--- src/rtl/log_pkg.sv ---
// Shared logger definitions: state codes and default widths.
// The log address counter uses the same widths.
package log_pkg;
  localparam int LOG_ADDR_W = 15;
  localparam int LOG_DATA_W = 32;

  typedef enum logic [1:0] {
    IDLE    = 2'd0,
    LOGGING = 2'd1,
    FULL    = 2'd2,
    READING = 2'd3
  } log_state_t;
endpackage

--- src/rtl/log_ctrl_if.sv ---
// Micro command/status and address-counter/BRAM signals of log_ctrl.
// The slave modport is the controller side.
interface log_ctrl_if #(
  parameter int ADDR_W = log_pkg::LOG_ADDR_W,
  parameter int DATA_W = log_pkg::LOG_DATA_W
);
  logic              i_cmd_start;
  logic              i_cmd_read;
  logic [ADDR_W-1:0] i_cmd_addr;
  logic              i_mem_full;
  logic [DATA_W-1:0] i_mem_data;
  logic              o_run_log;
  logic              o_read_log;
  logic [ADDR_W-1:0] o_addr_log_to_mem;
  logic [DATA_W-1:0] o_rd_data;
  logic              o_rd_valid;
  logic              o_busy;
  logic [1:0]        o_state;

  modport slave (
    input  i_cmd_start, i_cmd_read, i_cmd_addr, i_mem_full, i_mem_data,
    output o_run_log, o_read_log, o_addr_log_to_mem, o_rd_data, o_rd_valid,
           o_busy, o_state
  );

  modport master (
    output i_cmd_start, i_cmd_read, i_cmd_addr, i_mem_full, i_mem_data,
    input  o_run_log, o_read_log, o_addr_log_to_mem, o_rd_data, o_rd_valid,
           o_busy, o_state
  );
endinterface

--- src/rtl/cmd_sync_edge.sv ---
// Two-flop synchronizer for a level command, plus a one-cycle rising-edge pulse.
module cmd_sync_edge (
  input  logic clock,
  input  logic i_reset,
  input  logic d,
  output logic pulse
);
  logic sync1, sync2, prev;

  always_ff @(posedge clock or negedge i_reset) begin
    if (!i_reset) begin
      sync1 <= 1'b0;
      sync2 <= 1'b0;
      prev  <= 1'b0;
    end else begin
      sync1 <= d;
      sync2 <= sync1;
      prev  <= sync2;
    end
  end

  assign pulse = sync2 & ~prev;
endmodule

--- src/rtl/log_ctrl.sv ---
// Logger command stage: turns micro start/read levels into address-counter
// controls and captures the BRAM word RD_LAT (1..4) clocks after the load.
module log_ctrl
  import log_pkg::*;
#(
  parameter int ADDR_W = LOG_ADDR_W,
  parameter int DATA_W = LOG_DATA_W,
  parameter int RD_LAT = 1
) (
  input  logic      clock,
  input  logic      i_reset,
  log_ctrl_if.slave bus
);
  localparam int CNT_W = $clog2(RD_LAT + 2);
  localparam logic [CNT_W-1:0] CNT_MAX = CNT_W'(RD_LAT + 1);

  logic start_edge, read_edge;

  cmd_sync_edge u_start (.clock(clock), .i_reset(i_reset), .d(bus.i_cmd_start), .pulse(start_edge));
  cmd_sync_edge u_read  (.clock(clock), .i_reset(i_reset), .d(bus.i_cmd_read),  .pulse(read_edge));

  log_state_t        state_q, state_d;
  logic              run_q, run_d;
  logic              rd_load_q, rd_load_d;
  logic [ADDR_W-1:0] addr_q, addr_d;
  logic [DATA_W-1:0] data_q, data_d;
  logic              valid_q, valid_d;
  logic              busy_q;
  logic [CNT_W-1:0]  cnt_q, cnt_d;

  always_ff @(posedge clock or negedge i_reset) begin
    if (!i_reset) begin
      state_q   <= IDLE;
      run_q     <= 1'b0;
      rd_load_q <= 1'b0;
      addr_q    <= '0;
      data_q    <= '0;
      valid_q   <= 1'b0;
      busy_q    <= 1'b0;
      cnt_q     <= '0;
    end else begin
      state_q   <= state_d;
      run_q     <= run_d;
      rd_load_q <= rd_load_d;
      addr_q    <= addr_d;
      data_q    <= data_d;
      valid_q   <= valid_d;
      busy_q    <= (state_d == LOGGING) || (state_d == READING);
      cnt_q     <= cnt_d;
    end
  end

  // Edges not valid for the current state fall through untouched: dropped, never queued.
  always_comb begin
    state_d   = state_q;
    run_d     = run_q;
    rd_load_d = 1'b0;
    addr_d    = addr_q;
    data_d    = data_q;
    valid_d   = valid_q;
    cnt_d     = cnt_q;
    case (state_q)
      IDLE: if (start_edge) begin
        state_d = LOGGING;
        run_d   = 1'b1;
      end
      LOGGING: if (bus.i_mem_full) begin
        state_d = FULL;
        run_d   = 1'b0;
      end
      FULL: if (read_edge) begin
        state_d   = READING;
        rd_load_d = 1'b1;
        addr_d    = bus.i_cmd_addr;
        valid_d   = 1'b0;
        cnt_d     = '0;
      end
      READING: begin
        // One clock for the counter to load its address, then RD_LAT for the BRAM.
        if (cnt_q == CNT_MAX) begin
          data_d  = bus.i_mem_data;
          valid_d = 1'b1;
          state_d = FULL;
        end else begin
          cnt_d = cnt_q + CNT_W'(1);
        end
      end
      default: state_d = IDLE;
    endcase
  end

  assign bus.o_run_log         = run_q;
  assign bus.o_read_log        = rd_load_q;
  assign bus.o_addr_log_to_mem = addr_q;
  assign bus.o_rd_data         = data_q;
  assign bus.o_rd_valid        = valid_q;
  assign bus.o_busy            = busy_q;
  assign bus.o_state           = state_q;
endmodule

--- src/flat_wrapper.sv ---
// flat-port wrapper written by rule: the top's interface ports become plain ports
module log_ctrl_flat import log_pkg::*;
#(
  parameter int ADDR_W = LOG_ADDR_W,
  parameter int DATA_W = LOG_DATA_W,
  parameter int RD_LAT = 1
)
  (clock, i_reset, bus_i_cmd_start, bus_i_cmd_read, bus_i_cmd_addr, bus_i_mem_full, bus_i_mem_data, bus_o_run_log, bus_o_read_log, bus_o_addr_log_to_mem, bus_o_rd_data, bus_o_rd_valid, bus_o_busy, bus_o_state);
  log_ctrl_if #(.ADDR_W(ADDR_W), .DATA_W(DATA_W)) bus_i ();
  input  logic clock;
  input  logic i_reset;
  input wire logic [$bits(bus_i.i_cmd_start)-1:0] bus_i_cmd_start;
  input wire logic [$bits(bus_i.i_cmd_read)-1:0] bus_i_cmd_read;
  input wire logic [$bits(bus_i.i_cmd_addr)-1:0] bus_i_cmd_addr;
  input wire logic [$bits(bus_i.i_mem_full)-1:0] bus_i_mem_full;
  input wire logic [$bits(bus_i.i_mem_data)-1:0] bus_i_mem_data;
  output wire logic [$bits(bus_i.o_run_log)-1:0] bus_o_run_log;
  output wire logic [$bits(bus_i.o_read_log)-1:0] bus_o_read_log;
  output wire logic [$bits(bus_i.o_addr_log_to_mem)-1:0] bus_o_addr_log_to_mem;
  output wire logic [$bits(bus_i.o_rd_data)-1:0] bus_o_rd_data;
  output wire logic [$bits(bus_i.o_rd_valid)-1:0] bus_o_rd_valid;
  output wire logic [$bits(bus_i.o_busy)-1:0] bus_o_busy;
  output wire logic [$bits(bus_i.o_state)-1:0] bus_o_state;
  assign bus_i.i_cmd_start = bus_i_cmd_start;
  assign bus_i.i_cmd_read = bus_i_cmd_read;
  assign bus_i.i_cmd_addr = bus_i_cmd_addr;
  assign bus_i.i_mem_full = bus_i_mem_full;
  assign bus_i.i_mem_data = bus_i_mem_data;
  assign bus_o_run_log = bus_i.o_run_log;
  assign bus_o_read_log = bus_i.o_read_log;
  assign bus_o_addr_log_to_mem = bus_i.o_addr_log_to_mem;
  assign bus_o_rd_data = bus_i.o_rd_data;
  assign bus_o_rd_valid = bus_i.o_rd_valid;
  assign bus_o_busy = bus_i.o_busy;
  assign bus_o_state = bus_i.o_state;
  log_ctrl #(.ADDR_W(ADDR_W), .DATA_W(DATA_W), .RD_LAT(RD_LAT)) u_core (.clock(clock), .i_reset(i_reset), .bus(bus_i));
endmodule
--- config.mk ---
export PLATFORM = sky130hd
export DESIGN_NAME = log_ctrl_flat
export DESIGN_NICKNAME = d
export VERILOG_FILES = /design/src/rtl/log_pkg.sv /design/src/rtl/log_ctrl_if.sv /design/src/rtl/cmd_sync_edge.sv /design/src/rtl/log_ctrl.sv /design/src/flat_wrapper.sv
export SDC_FILE = /design/constraint.sdc
export NUM_CORES = 1
export LEC_CHECK = 0
export ABC_AREA = 1
export CORE_MARGIN = 3
export CORE_UTILIZATION = 42
export CTS_BUF_LIST = sky130_fd_sc_hd__clkbuf_8 sky130_fd_sc_hd__clkbuf_16
export CTS_CLUSTER_SIZE = 24
export DETAILED_ROUTE_END_ITERATION = 10
export GPL_ROUTABILITY_DRIVEN = 0
export PLACE_DENSITY = 0.88
export SLEW_MARGIN = 25
export SYNTH_ARGS = -nofsm -noshare
export SYNTH_HDL_FRONTEND = slang
export SYNTH_SLANG_ARGS = --single-unit
--- constraint.sdc ---
create_clock -name clock -period 1.6 [get_ports clock]
set_clock_uncertainty 0.15 [all_clocks]
set_input_delay 0.32 -clock clock [delete_from_list [all_inputs] [get_ports clock]]
set_output_delay 0.32 -clock clock [all_outputs]
set_load 0.005 [all_outputs]
# Yosys cells after proc, flatten, opt, wreduce, memory -nomap -nowiden
# Index checks and enable logic that the tools add are counted.
# word_totals
ff_bits	61
out_inout_bits	53
# classes
addsub	1
n_eq_ne	11
mux	16
bitwise	4
n_reduce_logical	9
# op_table
cell	count
two-way mux 2 bit	6
AND reduction 3 bit	3
equality test 2 bit, second input constant	4
one-hot mux 2 bit (4 select lines)	1
two-way mux 1 bit	6
inequality test 2 x 1 -> 1 bit, second input constant	3
equality test 2 x 1 -> 1 bit, second input constant	2
inequality test 2 bit, second input constant	2
one-hot mux 1 bit (2 select lines)	2
one-hot mux 2 bit (2 select lines)	1
AND reduction 2 bit	2
nonzero test 2 bit	2
adder 2 x 1 -> 2 bit, second input constant	1
AND 1 bit	2
zero test 2 bit	1
NOT 1 bit	2
logical OR 1 bit	1

# Logic depth before layout (Yosys ltp)
# depth
ltp_word	6
depth_mapped	8

# By module
# A second synthesis with hierarchy kept.
# hier_totals
cells_unflattened	246
hier_area_um2	2477.4
# by_module_without_submodules
module	instances	cells_per_inst	area_per_inst_um2
log_ctrl	1	236	2307.2
cmd_sync_edge	2	5	85.1

# Least setup slack after synthesis
# Ideal clock, no wire load.
# synth_timing
path_type	flip-flop to flip-flop
from	register u_core.cnt_q[0]
to	register u_core.data_q[24], in the netlist u_core.bus.o_rd_data[24]
setup_time_ps	126
arrival_ps	1056
required_time_ps	1324
setup_slack_ps	268
path_stages_with_launch	8
synth_period_minus_slack_ps	1332
path_cell_list	dfrtp_1 -> inv_1 -> ha_1 -> nand3_2 -> buf_6 -> buf_6 -> nand2_1 -> o21ai_0
# synth_via
elab_chain_len	2
# synth_lines
element	line_no	text
start, declared	log_ctrl.sv:29	logic [CNT_W-1:0] cnt_q, cnt_d;
start signal, assigned	log_ctrl.sv:49	cnt_q <= cnt_d;
equality test 2 bit	log_ctrl.sv:80	if (cnt_q == CNT_MAX) begin
AND reduction 2 bit (no source line)	-	
end signal, assigned	log_ctrl.sv:46	data_q <= data_d;
end, declared	log_ctrl.sv:26	logic [DATA_W-1:0] data_q, data_d;
# Every way passes these cells.
# A chain may end at the register's enable or synchronous reset.

# Worst setup path after layout
# layout_timing
from	register u_core.state_q[0], in the netlist u_core.bus.o_state[0]
to	register u_core.addr_q[12], in the netlist u_core.bus.o_addr_log_to_mem[12]
# layout_via
elab_chain_len	2
# layout_lines
element	line_no	text
start, declared	log_ctrl.sv:22	log_state_t state_q, state_d;
start signal, assigned	log_ctrl.sv:42	state_q <= state_d;
equality test 2 bit	log_ctrl.sv:62	case (state_q)
AND reduction 2 bit (no source line)	-	
end signal, assigned	log_ctrl.sv:45	addr_q <= addr_d;
end, declared	log_ctrl.sv:25	logic [ADDR_W-1:0] addr_q, addr_d;
# Every way passes these cells.

==> summary.txt <==
Timing
  • Final Hold Fails: 0
  • Final setup viols: 0
  • Worst slew margin: 78.71%
  • Worst slew pin tran: 0.3194 ns
  • Slew Viols, Final: 0
  • Worst hold slack: 0.1988 ns
  • Peak Freq: 660.2 MHz
  • Sum Neg Setup Slack: 0 ns
  • Final min period: 1.515 ns
  • Unrepaired setup endpoints after global routing: no
  • Final period util: 94.67%

Detailed routing
  • Drt wl/cell: 12.30 um
  • Final antenna-violating net count: 0
  • # DRC: 0
  • DRT iter0 DRCs: 36
  • Via-to-Cell Ratio: 4.384
  • Pre-antenna DRT Iters: 4
  • Final wirelength: 5349 um
  • Via count: 1907

Power
  • Pwr Density: 1671 nW/um^2
  • Worst vdd ir: 0.8897 mV
  • Leak: 2.001 nW

Floorplanning
  • I/O pins: 105
  • # rows: 27
  • Core area: 5574 sq um
  • Full die area: 6786 sq um
  • Die X: 82.38 um
  • Initial core utilization: 43.95%
  • Die height: 82.38 um

Clock tree
  • Worst-path clk slew: 0.06 ns
  • Clock Tree Buf Depth: 2
  • Sink Count: 61
  • CTS tree: yes
  • Root buffer cell: clkbuf_8
  • Clk_lat worst skew: 0.31 ns
  • H-tree levels: 3
  • Cts bufs inserted: 9

Min path
  • Hold endpoint: u_core.u_read.sync2
  • Hold Crit Start: u_core.u_read.sync1
  • Hold Crit Class: register to register
  • Hold Crit Depth: 0

Logic synthesis
  • Synth cell types: 17
  • Yosys reg bits: 61
  • Syn_nets: 299
  • Syn Area/Cell: 9.959 sq um
  • Top cell type's share of synthesized area: 62.31%
  • Sequential area share after synthesis: 62.31%
  • Yosys warnings: 0
  • Top post-synthesis cells by area: dfrtp_1 62%, nand2_1 13%, o21ai_2 8.2%
  • Post-Syn Area: 2450 sq um
  • Largest area contributor in the netlist: dfrtp_1
  • Synth Instances: 246

Global routing
  • Antenna violations before repair: 0
  • Vias in the first global route: 1861
  • All-Layer GR Usage: 16.57%
  • Largest net degree at the start of global routing: 62
  • First-pass GRT wire length: 8411 um
  • Congestion Overflow GR: 0

Worst setup path
  • Crit path kind: register to register
  • CP peak stage delay: 0.41 ns
  • Startpoint types: register
  • Worst path required time: 1.65 ns
  • Reg-to-Reg End: u_core.bus.o_addr_log_to_mem[12]
  • Critical Path, Cell by Cell: buf_4 -> nor2_1 -> nand2_4 -> buf_4 -> nand2_1 -> nand2_1
  • Worst R2R Start: u_core.bus.o_state[0]
  • Register-to-Register Path Depth: 6
  • Crit. End Element: register
  • Crit path DAT: 1.57 ns
  • Worst path slowest cell: dfrtp_2
  • Reg2reg setup slack: 0.09 ns
  • Crit path max fanout: 14

Finish
  • Ant. Diodes: 0
  • Share of post-route cells with drive strength above 1: 13.77%
  • Commonest non-fill, non-tap cell in the layout: nand2_1
  • Area delta synth->final: 51.79%
  • Nets: 413
  • Most frequent cells in the layout: 87 x nand2_1, 60 x dfrtp_1, 53 x dlygate4sd2_1
  • Fillers: 454

Run
  • Max Cap Viol: 0

Outcome
  • Status: finished clean

Placed design
  • IO Port Bufs: 104
  • Detailed Place HPWL: 3819 um
-- cell usage after synthesis --
| master | count |
|---|---|
| nand2_1 | 87 |
| dfrtp_1 | 61 |
| inv_1 | 40 |
| o21ai_2 | 23 |
| buf_6 | 7 |
| o21ai_0 | 7 |
| nand3_1 | 4 |
| o21ai_1 | 4 |
| nor2_1 | 3 |
| buf_4 | 2 |
| nand4_1 | 2 |
| buf_8 | 1 |
| clkbuf_2 | 1 |
| ha_1 | 1 |
| inv_2 | 1 |
| nand2_2 | 1 |
| nand3_2 | 1 |
-- sequential cells by signal (all words and copies together) (netlist names) --
signal,flops
u_core.u_start.sync1,1
u_core.u_read.sync2,1
u_core.bus.o_rd_data,32
u_core.bus.o_rd_valid,1
u_core.u_read.sync1,1
u_core.u_start.sync2,1
u_core.cnt_q,2
u_core.bus.o_addr_log_to_mem,15
u_core.bus.o_busy,1
u_core.bus.o_run_log,1
u_core.u_read.prev,1
u_core.u_start.prev,1
u_core.bus.o_state,2
u_core.bus.o_read_log,1
-- critical path: cells and delay by family, from the launching register on --
family / cells / cell delay, ns
simple gates: 4 / 0.48
buf+inv: 2 / 0.35
flops: 1 / 0.41
-- worst max path at each step --
stage / from / endpoint / depth (start not counted)
after floorplan: u_core.cnt_q[0] / u_core.bus.o_rd_data[24] / 7
after global placement: u_core.bus.o_state[0] / bus_o_state[0] / 1
after detailed placement: u_core.bus.o_state[0] / u_core.bus.o_addr_log_to_mem[2] / 5
after CTS: u_core.bus.o_state[0] / u_core.bus.o_addr_log_to_mem[2] / 6
after global routing: u_core.bus.o_state[0] / u_core.bus.o_addr_log_to_mem[12] / 6
final: u_core.bus.o_state[0] / u_core.bus.o_addr_log_to_mem[12] / 6
-- kinds of logic after synthesis --
family	share of synthesized area, %
compound gates	10.47
simple gates	15.78
flops	62.31
fa+ha+maj	0.5106
buf+inv	10.93
-- cell type report --
type,count,area (sq um),share of cell area [%]
inverters,41,156.4,4.206
multi-input cells,133,660.6,17.77
repair buffers,114,1085,29.17
clock buffers,12,165.2,4.441
clock inverters,2,33.78,0.9085
flip-flops and latches,61,1528,41.08
well taps,72,90.09,2.423
-- routing by layer --
metal / GRT usage, % / wire [um] / up-vias
met5: 0 / 0 / -
met3: 5.857 / 472 / 9
li1: - / - / 969
met1: 19.48 / 2110 / 862
met2: 26.60 / 2695 / 67
met4: 8.638 / 71 / 0
-- report_power, final --
| group | internal, mW | switching, mW | total (mW) |
|---|---|---|---|
| sequential | 2.21 | 0.321 | 2.53 |
| clock | 0.824 | 0.518 | 1.34 |
| combinational | 1.24 | 1.10 | 2.35 |
-- per-stage QoR --
step	util, %	cell area [sq um]	instances	total power, mW	setup slack, ns
after global placement	63.46	3537	416	5.195	0.1469
after detailed placement	63.46	3537	416	5.319	0.09693
final	66.71	3719	435	6.215	0.08522
after CTS	66.58	3711	435	6.315	0.03104
after global routing	66.71	3719	435	6.726	0.04966
after floorplan	-	2450	246	3.721	0.2675
-- repair_timing --
item | CTS | global route
setup buffers | 4 | 0
hold endpoints to repair | 61 | 0
hold buffers | 1 | 0
endpoints found under the setup margin | 53 | 15
resized for setup | 54 | 3
Note: power is estimated with default switching activity, not from simulation.
